--- src/rtl/hdshk_pulse_queue.sv ---
// clk_a-side event queue that launches one pulse at a time into a handshake pulse synchronizer.
// Define HPQ_DROP_CNT_EN to add the saturating dropped-event counter (drop_cnt).
module hdshk_pulse_queue #(
   parameter int CNT_W  = 4,
   parameter int DROP_W = 8
) (
   input  logic              clk_a,
   input  logic              rst_n,
   input  logic              evt_in,
   input  logic              busy,
   input  logic              clr_ovf,
   output logic              sig_a,
   output logic [CNT_W-1:0]  pending,
   output logic              full,
`ifdef HPQ_DROP_CNT_EN
   output logic              overflow,
   output logic [DROP_W-1:0] drop_cnt
`else
   output logic              overflow
`endif
);

   typedef enum logic [1:0] {
      IDLE    = 2'd0,
      WAIT_HI = 2'd1,
      WAIT_LO = 2'd2
   } state_t;

   localparam logic [CNT_W-1:0] PEND_MAX = '1;

   state_t           state_reg, state_next;
   logic [CNT_W-1:0] pending_reg, pending_next;
   logic             sig_a_reg;
   logic             overflow_reg, overflow_next;
   logic             launch;
   logic             accept;
   logic             drop;

   always_comb begin
      state_next = state_reg;
      launch     = 1'b0;
      case (state_reg)
         IDLE: begin
            if ((pending_reg != '0) && !busy) begin
               launch     = 1'b1;
               state_next = WAIT_HI;
            end
         end
         // busy only rises one edge after sig_a, so wait to see it high first
         WAIT_HI: if (busy)  state_next = WAIT_LO;
         WAIT_LO: if (!busy) state_next = IDLE;
         default: state_next = IDLE;
      endcase
   end

   assign full   = (pending_reg == PEND_MAX);
   // A launch in the same edge frees a slot, so a full queue can still accept.
   assign accept = evt_in && (!full || launch);
   assign drop   = evt_in && full && !launch;

   always_comb begin
      pending_next = pending_reg;
      if (accept && !launch)
         pending_next = pending_reg + CNT_W'(1);
      else if (!accept && launch)
         pending_next = pending_reg - CNT_W'(1);
   end

   always_comb begin
      overflow_next = overflow_reg;
      if (drop)
         overflow_next = 1'b1;
      else if (clr_ovf)
         overflow_next = 1'b0;
   end

   always_ff @(posedge clk_a) begin
      if (!rst_n) begin
         state_reg    <= IDLE;
         pending_reg  <= '0;
         sig_a_reg    <= 1'b0;
         overflow_reg <= 1'b0;
      end else begin
         state_reg    <= state_next;
         pending_reg  <= pending_next;
         sig_a_reg    <= launch;
         overflow_reg <= overflow_next;
      end
   end

   assign sig_a    = sig_a_reg;
   assign pending  = pending_reg;
   assign overflow = overflow_reg;

`ifdef HPQ_DROP_CNT_EN
   logic [DROP_W-1:0] drop_cnt_reg;

   always_ff @(posedge clk_a) begin
      if (!rst_n)
         drop_cnt_reg <= '0;
      else if (drop && (drop_cnt_reg != '1))
         drop_cnt_reg <= drop_cnt_reg + DROP_W'(1);
   end

   assign drop_cnt = drop_cnt_reg;
`else
   // Without the drop counter DROP_W has no logic; keep it referenced for a uniform parameter list.
   if (DROP_W < 1) begin : g_drop_w_unused
   end
`endif

endmodule

--- config.mk ---
export PLATFORM = sky130hd
export DESIGN_NAME = hdshk_pulse_queue
export DESIGN_NICKNAME = d
export VERILOG_FILES = /design/src/rtl/hdshk_pulse_queue.sv
export SDC_FILE = /design/constraint.sdc
export NUM_CORES = 1
export LEC_CHECK = 0
export CAP_MARGIN = 20
export CORE_AREA = 2 2 39 41
export DETAILED_ROUTE_END_ITERATION = 8
export DIE_AREA = 0 0 41 43
export GPL_TIMING_DRIVEN = 0
export HOLD_SLACK_MARGIN = 0.02
export PLACE_DENSITY = 0.58
export SETUP_SLACK_MARGIN = 0.4
export SYNTH_ARGS = -nofsm -noshare
export SYNTH_HDL_FRONTEND = slang
export SYNTH_SLANG_ARGS = --single-unit
--- constraint.sdc ---
create_clock -name clk_a -period 2.8 [get_ports clk_a]
set_input_delay 0.56 -clock clk_a [delete_from_list [all_inputs] [get_ports clk_a]]
set_output_delay 0.56 -clock clk_a [all_outputs]
set_load 0.02 [all_outputs]
==> out/qor.csv <==
stage,metric,value,unit
yosys,synth_nets,53,
power_and_ir_drop,worst_ir_drop_vdd,0.482,mV
timing,rsz0062_at_grt,false,
power_and_ir_drop,comb_power_share,0.568,
setup_path,r2r_start,pending[2]$_SDFFE_PN0P_,
yosys,ys_ff_latch,8,
die,rows,14,
cells_and_area,fin_area,612,um^2
timing,tightest_slew,0.330,ns
timing,fmax,437,MHz
yosys,syn_area,422,um^2
global_route,grt_usage,0.121,
global_route,grt_pass1_wl,1.37,mm
power_and_ir_drop,net-switching-power,0.000286,W
yosys,synth_edf_count,0,
route,vias,363,
route,drt_iter0_drc,2,
clock_tree,insertion_delay,0.25,ns
power_and_ir_drop,internal_power,0.000408,W
yosys,yosys.cell_types.count,22,
setup_path,crit_fanout,4,
power_and_ir_drop,seqPwrFrac,0.308,
timing,fin_skew,0.00326,ns
route,routed_wl,789,um
setup_path,critPathCaptureType,flop,
die,die_y,43,um
clock_tree,cts_max_path_buffers,2,
timing,setup_viol,0,
setup_path,crit_chain,dlygate4sd2_1 > o41a_1 > nor2b_1 > ha_2 > inv_4 > ha_1 > nand3_1 > a211oi_2 > a31oi_1 > mux2i_1,
route,postRouteAntennaNets,0,
timing,slew_headroom,0.774,
yosys,yosysMostFrequentCell,dfxtp_1,
cells_and_area,nets,69,
yosys,yosys.area.top_type,dfxtp_1,
yosys,synth_common_cells,"dfxtp_1, nor2_1, a21oi_1, ha_1, inv_1",
cells_and_area,diodes,0,
route,viasPerCell,4.91,
placed_design,place_congestion,0.690,
setup_path,startpoint_type,input port,
global_route,grt_max_degree,7,
yosys,yosys_warnings,0,
yosys,ys.flop_type,dfxtp_1,
yosys,avgSynthCellArea,9.58,um^2
setup_path,crit_path_top_delay_cell,o41a_1,
yosys,seq_area_frac_synth,0.380,
placed_design,io_buffer_count,11,
yosys,synth_area_leaders,"dfxtp_1, ha_1, nor2_1, fa_1, mux2i_1",
min_path,holdPathStages,2,
power_and_ir_drop,power_density,1130,mW/mm^2
cells_and_area,drive_gt1_frac,0.224,
yosys,synthCells,44,
min_path,hold_start,pending[3]$_SDFFE_PN0P_,
setup_path,worst_ep_required_time,2.98,ns
placed_design,dp_hpwl,600,um
die,die_w,41,um
timing,final_hold_viol_count,0,
placed_design,dpl_cell_area,552,um^2
yosys,async_flop_share,0,
setup_path,worstSetupStartpoint,busy,
timing,holdWs,0.518,ns
min_path,hp-class,reg -> reg,
clock_tree,root_buffer,clkbuf_4,
route,drt_first_pass_iters,2,
clock_tree,cts_sinks,8,
global_route,first_global_vias,332,
power_and_ir_drop,clkPwrFrac,0.124,
setup_path,crit_type,in -> reg,
clock_tree,htreeDepth,1,
die,die_area,0.00176,mm^2
cells_and_area,utilization,0.442,
timing,min_period,2.29,ns
timing,period_share,0.817,
timing,timing_max_transition_violations_final,0,
timing,setup-tns-final,0,ns
status,outcome,completed,
power_and_ir_drop,swShare,0.412,
job,drv_cap,0,
global_route,gr-total-overflow,0,
die,start_util,0.305,
setup_path,worst-r2r-cell-count,10,
route,route.detailed.drc,0,
route,wire_per_inst,10.7,um
power_and_ir_drop,p_leak,0.242,nW
global_route,antenna_found_initial,0,
clock_tree,cts_tree,done,
setup_path,slowest_delay,0.39,ns
setup_path,worst_ep_arrival_time,2.47,ns
clock_tree,cts_buffers,3,
die,io_pins,12,
clock_tree,path_clk_slew,0.05,ns
die,core_area,0.00138,mm^2
cells_and_area,largest_reg_flops,4,
yosys,yosysTopAreaCellShare,0.380,
cells_and_area,syn_to_final_growth,45.1,%
## area by class of cell
cell class	count	area (um^2)
buffer	1	3.75
clock buffer	3	22.5
fill	159	772
inverter	3	13.8
multi-input combinational	32	282
sequential	8	161
tap	16	20.0
timing repair buffer	11	109
## worst paths after layout
path / endpoint / slack, ns
setup / recovery: pending[3]$_SDFFE_PN0P_ / 0.51
hold / removal: pending[3]$_SDFFE_PN0P_ / 0.52
setup reg to reg: pending[3]$_SDFFE_PN0P_ / 0.58
hold reg to reg: pending[3]$_SDFFE_PN0P_ / 0.52
## stage by stage
step,worst slack (ns),cells,total power (W)
CTS,0.512,74,0.000694
global placement,-0.105,71,0.000545
finish,0.513,74,0.000694
detailed placement,-0.0988,71,0.000547
floorplan,0.449,44,0.000438
global route,0.402,74,0.000761
## metal layers
metal / wire length [um] / up-vias / part of all wire / track usage
met4: 8 / 0 / 0.010 / 0.0600
met1: 363 / 170 / 0.46 / 0.136
met3: 48 / 2 / 0.061 / 0.0785
met5: 0 / - / 0 / 0
met2: 370 / 7 / 0.47 / 0.169
li1: - / 184 / - / -
## critical path: cells and delay by family
kind	cells	cell delay (ns)
compound gates	3	0.65
fa+ha+maj	2	0.49
buf+inv	2	0.32
simple gates	2	0.25
mux	1	0.19
## cells in the final DEF, fill, tap and decap left out, drive strengths merged, types with 2 or more instances in the layout
cell type and count:
ha 3, nor2 7, clkdlybuf4s50 10, mux2i 2, inv 3, clkbuf 4
nor2b 2, a21oi 3, dfxtp 8, xor2 2
## cells by family after synthesis
group / Yosys count / share of synthesized area
AO/OA/AOI/OAI: 7 / 0.116
XOR/XNOR: 3 / 0.0623
adder cells (fa/ha/maj): 4 / 0.137
buffers and inverters: 4 / 0.0356
flip-flops: 8 / 0.380
multiplexers: 2 / 0.0475
AND/OR/NAND/NOR: 16 / 0.223
## power groups by stage
stage	combinational, W	clock [W]	sequential [W]
finish	0.000394	0.0000863	0.000214
detailed placement	0.000336	0	0.000211
global placement	0.000335	0	0.000210
CTS	0.000390	0.0000913	0.000213
floorplan	0.000200	0	0.000239
global route	0.000437	0.000100	0.000225
## repair_timing
action | 4_1_cts | 5_1_grt
endpoints found under the hold margin | 0 | 0
resized for setup | 8 | 2
hold buffers | 0 | 0
setup endpoints to repair | 2 | 2
setup buffers | 0 | 0
pin swaps | 1 | 0
No activity file was read; power rests on OpenSTA's default activity.
